==> src/rtl/regfile_wb_arbiter.sv <==
// -----------------------------------------------------------------------------
// regfile_wb_arbiter
//
// Purpose:
//   Arbitrates register-file writeback among NUM_REQ execution units
//   (0 = ALU, 1 = LSU, 2 = MDU) with a round-robin pointer, registers the
//   winning write for one cycle, and keeps a busy scoreboard of destination
//   registers that have been issued but not yet written back.
//
// Ports:
//   Clk_Core            in   core clock, rising edge
//   Rst_Core_N          in   asynchronous active-low reset
//   Req_Valid[N]        in   per-requester writeback request
//   Req_Addr[5N]        in   per-requester destination (requester k at [5k+4:5k])
//   Req_Data[32N]       in   per-requester result (requester k at [32k+31:32k])
//   Req_Ready[N]        out  one-hot grant (combinational)
//   Hold                in   suppresses all grants while high
//   Iss_Valid/Iss_Addr  in   issued instruction marks its destination busy
//   Rs1_Addr/Rs2_Addr   in   source lookups
//   Rs1_Busy/Rs2_Busy   out  source has a pending write (combinational)
//   Busy_Vec[32]        out  scoreboard; bit 0 is always 0
//   Wr_En               out  registered register-file write enable
//   Write_Addr_Port_1   out  registered write address
//   Write_Data_Port_1   out  registered write data
//
// Handshake: a writeback transfers on a rising edge where Req_Valid[k] and
// Req_Ready[k] are both high. Req_Ready never depends on whether the
// requester keeps Req_Valid up afterwards; the requester must hold
// Req_Addr/Req_Data stable while Req_Valid is high and Req_Ready is low.
// -----------------------------------------------------------------------------
module regfile_wb_arbiter #(
  parameter int NUM_REQ = 3
) (
  input  logic                    Clk_Core,
  input  logic                    Rst_Core_N,
  input  logic [NUM_REQ-1:0]      Req_Valid,
  input  logic [5*NUM_REQ-1:0]    Req_Addr,
  input  logic [32*NUM_REQ-1:0]   Req_Data,
  output logic [NUM_REQ-1:0]      Req_Ready,
  input  logic                    Hold,
  input  logic                    Iss_Valid,
  input  logic [4:0]              Iss_Addr,
  input  logic [4:0]              Rs1_Addr,
  input  logic [4:0]              Rs2_Addr,
  output logic                    Rs1_Busy,
  output logic                    Rs2_Busy,
  output logic [31:0]             Busy_Vec,
  output logic                    Wr_En,
  output logic [4:0]              Write_Addr_Port_1,
  output logic [31:0]             Write_Data_Port_1
);

  localparam int            PW     = (NUM_REQ > 2) ? 2 : 1;
  localparam logic [PW:0]   NREQ_W = (PW+1)'(NUM_REQ);

  // State
  logic [PW-1:0]      r_rr_ptr;
  logic [31:0]        r_busy;
  logic               r_wr_en;
  logic [4:0]         r_waddr;
  logic [31:0]        r_wdata;

  // Arbitration and next-state signals
  logic [PW:0]        w_cand;
  logic               w_found;
  logic [PW-1:0]      w_gnt_idx;
  logic [NUM_REQ-1:0] w_gnt;
  logic               w_hs;
  logic [4:0]         w_gnt_addr;
  logic [31:0]        w_gnt_data;
  logic [PW:0]        w_inc;
  logic [PW-1:0]      w_ptr_next;
  logic [31:0]        w_busy_next;

  // Round-robin search: walk candidates rr_ptr, rr_ptr+1, ... modulo
  // NUM_REQ and take the first valid one. One extra bit on w_cand lets the
  // wrap work for non-power-of-two NUM_REQ.
  always_comb begin
    w_cand    = '0;
    w_found   = 1'b0;
    w_gnt_idx = '0;
    for (int i = 0; i < NUM_REQ; i++) begin
      w_cand = {1'b0, r_rr_ptr} + (PW+1)'(i);
      if (w_cand >= NREQ_W) begin
        w_cand = w_cand - NREQ_W;
      end
      if (!w_found && Req_Valid[w_cand[PW-1:0]]) begin
        w_found   = 1'b1;
        w_gnt_idx = w_cand[PW-1:0];
      end
    end
  end

  // Grant is suppressed by Hold and while reset is asserted.
  always_comb begin
    w_gnt      = '0;
    w_gnt_addr = '0;
    w_gnt_data = '0;
    for (int k = 0; k < NUM_REQ; k++) begin
      if (w_found && !Hold && Rst_Core_N && (w_gnt_idx == PW'(k))) begin
        w_gnt[k]   = 1'b1;
        w_gnt_addr = Req_Addr[5*k +: 5];
        w_gnt_data = Req_Data[32*k +: 32];
      end
    end
  end

  assign w_hs = |(w_gnt & Req_Valid);

  always_comb begin
    w_inc      = {1'b0, w_gnt_idx} + (PW+1)'(1);
    w_ptr_next = r_rr_ptr;
    if (w_hs) begin
      w_ptr_next = (w_inc == NREQ_W) ? '0 : w_inc[PW-1:0];
    end
  end

  // Scoreboard: the clear for the write leaving the pipe is applied first so
  // that a same-edge re-issue of that register leaves it busy.
  always_comb begin
    w_busy_next = r_busy;
    if (r_wr_en) begin
      w_busy_next[r_waddr] = 1'b0;
    end
    if (Iss_Valid && (Iss_Addr != 5'd0)) begin
      w_busy_next[Iss_Addr] = 1'b1;
    end
    w_busy_next[0] = 1'b0;
  end

  always_ff @(posedge Clk_Core or negedge Rst_Core_N) begin
    if (!Rst_Core_N) begin
      r_rr_ptr <= '0;
      r_busy   <= '0;
      r_wr_en  <= 1'b0;
      r_waddr  <= '0;
      r_wdata  <= '0;
    end else begin
      r_rr_ptr <= w_ptr_next;
      r_busy   <= w_busy_next;
      // A write to x0 still completes the handshake but never reaches the
      // register file.
      r_wr_en  <= w_hs && (w_gnt_addr != 5'd0);
      if (w_hs) begin
        r_waddr <= w_gnt_addr;
        r_wdata <= w_gnt_data;
      end
    end
  end

  assign Req_Ready         = w_gnt;
  assign Busy_Vec          = r_busy;
  assign Rs1_Busy          = r_busy[Rs1_Addr];
  assign Rs2_Busy          = r_busy[Rs2_Addr];
  assign Wr_En             = r_wr_en;
  assign Write_Addr_Port_1 = r_waddr;
  assign Write_Data_Port_1 = r_wdata;

endmodule

==> config.mk <==
export PLATFORM = sky130hd
export DESIGN_NAME = regfile_wb_arbiter
export DESIGN_NICKNAME = d
export VERILOG_FILES = /design/src/rtl/regfile_wb_arbiter.sv
export SDC_FILE = /design/constraint.sdc
export NUM_CORES = 1
export LEC_CHECK = 0
export BUFFER_PORTS_ARGS = -buffer_cell sky130_fd_sc_hd__buf_2
export CORE_AREA = 2 2 131 82
export CTS_BUF_LIST = sky130_fd_sc_hd__clkbuf_4 sky130_fd_sc_hd__clkbuf_8 sky130_fd_sc_hd__clkbuf_16
export CTS_CLUSTER_SIZE = 14
export DETAILED_ROUTE_END_ITERATION = 7
export DIE_AREA = 0 0 133 84
export PLACE_DENSITY = 0.74
export REMOVE_ABC_BUFFERS = 1
export SYNTH_ARGS = -nofsm -noshare
export SYNTH_HDL_FRONTEND = slang
export SYNTH_SLANG_ARGS = --single-unit
==> constraint.sdc <==
create_clock -name Clk_Core -period 2.3 [get_ports Clk_Core]
set_input_delay 0.345 -clock Clk_Core [delete_from_list [all_inputs] [get_ports Clk_Core]]
set_output_delay 0.345 -clock Clk_Core [all_outputs]
set_load 0.02 [all_outputs]
==> results.rst <==
.. list-table::
   :header-rows: 1

   * - Metric
     - Value
   * - Summed instance area of the synthesized netlist
     - a little over 4000 sq um
   * - Crit path time final
     - 2.62 ns
   * - Clock power frac
     - 15.7%
   * - Capture point of the worst reg-to-reg path
     - Write_Data_Port_1[27]
   * - Number of cells traversed by the worst register-to-register path
     - 13
   * - Largest net degree at the start of global routing
     - just over 70
   * - Gpl congestion
     - just under 1
   * - Total number of clock tree sinks
     - 71
   * - Setup Viol. Count Final
     - 43
   * - FF+latch count, synth
     - 71
   * - Gate count after technology mapping
     - 376
   * - Most frequent cells in the layout
     - sky130_fd_sc_hd__buf_2, sky130_fd_sc_hd__dfrtp_1, sky130_fd_sc_hd__o21ai_0
   * - Critical Path Max Stage Delay
     - between 0.4 and 0.5 ns
   * - Detailed placement HPWL
     - 11,400 um
   * - Fraction of layout cells with a size suffix above 1
     - 62.9%
   * - H-tree Lvls
     - 3
   * - Psw
     - around 0.0039 W
   * - Number of antenna violations at the first check in global routing
     - 0
   * - Reg clk slew, reported paths
     - 0.06 ns
   * - Max-slew violation count
     - 0
   * - Die boundary width
     - 133 um
   * - Share of the cycle needed by the critical path after routing
     - 114%
   * - Result of the run
     - complete, but fails checks
   * - Classification of the worst-slack hold path
     - in -> async
   * - Antenna fix cells
     - 0
   * - Starting density of the core
     - between 40% and 50%
   * - Primary flip-flop cell chosen by synthesis mapping
     - sky130_fd_sc_hd__dfrtp_1
   * - CTS tree
     - yes
   * - Count of different cell masters after synthesis
     - 42
   * - Number of cells on the critical path
     - 9
   * - Violations in the final reports
     - setup timing
   * - Power Density
     - 1370 nW/um^2
   * - Cell-by-cell listing of the critical path
     - inv_2 > ha_4 > mux2i_1 > o21ai_1 > a2111o_1 > and3_4 > nand2_4 > inv_4 > buf_6
   * - Number of global-route vias before repair
     - roughly 4,400
   * - Synth Warn #
     - 0
   * - Core region area
     - 10,100 sq um
   * - Worst clock skew
     - 0.00916 ns
   * - Fin. Hold Viols
     - 0
   * - Fmax achieved
     - 382 MHz
   * - Most common library cell in the layout ignoring fill and taps
     - sky130_fd_sc_hd__buf_2
   * - Number of port buffers
     - 206
   * - Routed vias/inst
     - 5.96
   * - Crit path kind
     - reg -> out
   * - Power Internal
     - 0.00503 W
   * - Filler instances
     - 824
   * - WP data required
     - a little under 2 ns
   * - Sequential-to-total area share from yosys stat
     - 43.1%
   * - I/O Pins
     - 208
   * - Share of synthesized registers carrying an async set or reset
     - between 90% and 100%
   * - Total routing usage reported by global routing
     - between 20% and 30%
   * - Critical Path Sink Type
     - primary output
   * - Actual transition at the worst max-transition pin
     - 0.954 ns
   * - Static leakage
     - roughly 2.8 nW
   * - Hold slack
     - 0.235 ns
   * - Root buf cell
     - sky130_fd_sc_hd__clkbuf_16
   * - Site Rows
     - 29
   * - Design Power
     - 0.00889 W
   * - Routed Antenna Nets
     - 0
   * - Combined buffer and inverter count along the critical path
     - 3
   * - Arrival time at the worst endpoint
     - 2.27 ns
   * - Deepest clock path buffer count
     - 2
   * - Final #Nets
     - approximately 760
   * - Cts bufs inserted
     - 9
   * - Later-pin clock latency in the skew report
     - 0.33 ns
   * - Die height
     - ~84 um
   * - Worst setup slack after layout
     - -0.317 ns
   * - Cell type group with the largest total delay on the critical path
     - compound AO/OA/AOI/OAI gates
   * - R2r startpoint
     - r_rr_ptr[0]
   * - DRC violations left
     - 0
   * - Worst path slowest cell
     - sky130_fd_sc_hd__a2111o_1
   * - Worst slew margin relative to its limit
     - about 36%
   * - Synth-to-Final Area Change
     - 57.0%
   * - Global-route wire length before repair
     - 24,700 um
   * - Setup slack of the most critical reg-to-reg path
     - -0.30 ns
   * - Sort of element at the start of the critical path
     - flip-flop
   * - Die area
     - 11,200 sq um
   * - Overflow left after global routing
     - 0
   * - Number of max-cap violations
     - 0
   * - EDFF count, synth
     - 0
   * - Iteration-0 DRC Markers
     - 477
   * - Synth Area per Inst
     - 11.0 sq um
   * - Part of the power in combinational logic
     - roughly 56%
   * - Unrepaired setup endpoints after global routing
     - true
   * - Peak VDD IR
     - just under 0.0006 V
   * - Routed Wire Length
     - about 17,000 um
   * - Part of the power in registers
     - 28.4%
   * - Switching Share
     - 43.4%
   * - Detailed-router iteration count before antenna repair
     - 5
   * - Largest fanout on the critical path
     - 5
   * - Via total after detailed routing
     - 4,539
   * - Routed wirelength normalized by instance count
     - 22.2 um
   * - Hold buffer count at CTS
     - 0
==> metal layers <==
metal,vias up,global-route usage (%),share of wire [%]
met5,-,0,0
met4,0,7.72,2.0
met3,42,7.29,9.9
met2,281,43.7,47
met1,2259,40.2,41
li1,1957,-,-
==> power by group through the flow <==
stage          clock network, W  logic [W]  registers (W)
6_report                0.00139    0.00497        0.00252
5_1_grt                 0.00147    0.00526        0.00258
4_1_cts                 0.00140    0.00454        0.00249
3_5_place_dp                  0    0.00408        0.00249
3_3_place_gp                  0    0.00397        0.00246
2_1_floorplan                 0    0.00178        0.00303
==> kinds of logic after synthesis <==
| group | count (synthesis) | share of synthesized area (%) |
|---|---|---|
| AND/OR/NAND/NOR | 60 | 8.72 |
| other | 1 | 0.0911 |
| adder cells (fa/ha/maj) | 4 | 1.22 |
| buffers and inverters | 33 | 4.41 |
| AO/OA/AOI/OAI | 182 | 30.8 |
| multiplexers | 25 | 11.7 |
| flip-flops | 71 | 43.1 |
==> final cells by class <==
class	count	area (sq um)	share of cell area [%]
flip-flops and latches	71	1780	27.5
clock buffers	10	239	3.70
clock inverters	6	60.1	0.929
repair buffers	260	1730	26.7
inverters	4	17.5	0.271
multi-input cells	272	2470	38.2
well taps	139	174	2.69
==> worst max-delay path by stage <==
stage	start	endpoint	slack [ns]
2_1_floorplan	r_rr_ptr[0]	Wr_En	-3.93
5_1_grt	r_rr_ptr[0]	Req_Ready[2]	-0.40
6_report	r_rr_ptr[0]	Req_Ready[2]	-0.32
3_3_place_gp	r_rr_ptr[0]	Wr_En	-0.11
4_1_cts	r_rr_ptr[1]	Req_Ready[1]	-0.26
3_5_place_dp	r_rr_ptr[0]	Wr_En	-0.22
==> worst reg2reg max path: cells and delay by family (launching register included) <==
kind	cells	cell delay, ns
buffers and inverters	6	0.94
AOI/OAI and AO/OA	5	0.74
muxes	1	0.26
adders and majority gates	1	0.15
DFF	1	0.40
==> cell usage after synthesis, types with 2 or more instances <==
cell type                    n  area share, %
sky130_fd_sc_hd__dfrtp_1    71             43
sky130_fd_sc_hd__o21ai_0    68            8.3
sky130_fd_sc_hd__a22oi_1    38            6.9
sky130_fd_sc_hd__o21ai_1    33            4.0
sky130_fd_sc_hd__a22oi_2    27            8.2
sky130_fd_sc_hd__mux4_2     18            9.8
sky130_fd_sc_hd__nand2_1    16            1.5
sky130_fd_sc_hd__nand3b_1   14            2.6
sky130_fd_sc_hd__clkbuf_1   13            1.2
sky130_fd_sc_hd__buf_2       7           0.85
sky130_fd_sc_hd__buf_6       6            1.6
sky130_fd_sc_hd__or3_1       5           0.76
sky130_fd_sc_hd__or3b_2      5            1.1
sky130_fd_sc_hd__a22o_1      4           0.85
sky130_fd_sc_hd__ha_1        4            1.2
sky130_fd_sc_hd__mux2_2      4            1.1
sky130_fd_sc_hd__nand3_1     4           0.49
sky130_fd_sc_hd__nor2_1      4           0.36
sky130_fd_sc_hd__inv_1       3           0.27
sky130_fd_sc_hd__mux2i_1     3           0.73
sky130_fd_sc_hd__nand2b_1    3           0.46
sky130_fd_sc_hd__o2bb2ai_1   3           0.64
sky130_fd_sc_hd__a21oi_1     2           0.24
sky130_fd_sc_hd__buf_1       2           0.18
sky130_fd_sc_hd__nor2b_1     2           0.30
==> what timing repair did <==
action	4_1_cts	5_1_grt
buffers inserted	6	8
resized for setup	70	30
cloned	4	4
pin swaps	22	29
endpoints found under the setup margin	45	45
endpoints found under the hold margin	0	0
==> metrics by stage <==
| step | util [%] | TNS (ns) | cell area, sq um | setup WS, ns | cells |
|---|---|---|---|---|---|
| 3_5_place_dp | 54.2 | -5.33 | 5480 | -0.222 | 727 |
| 6_report | 63.8 | -9.36 | 6460 | -0.317 | 762 |
| 4_1_cts | 61.5 | -4.51 | 6230 | -0.259 | 752 |
| 3_3_place_gp | 54.2 | -1.95 | 5480 | -0.114 | 727 |
| 2_1_floorplan | - | -148.79 | 3950 | -3.93 | 347 |
| 5_1_grt | 63.8 | -12.64 | 6460 | -0.404 | 762 |
==> state kept, by name, summed over array words and instances, names as in the netlist <==
| signal | flops |
|---|---|
| Write_Data_Port_1 | 32 |
| Wr_En | 1 |
| r_rr_ptr | 2 |
| Write_Addr_Port_1 | 5 |
| Busy_Vec | 31 |
(Power assumes the default switching activity.)
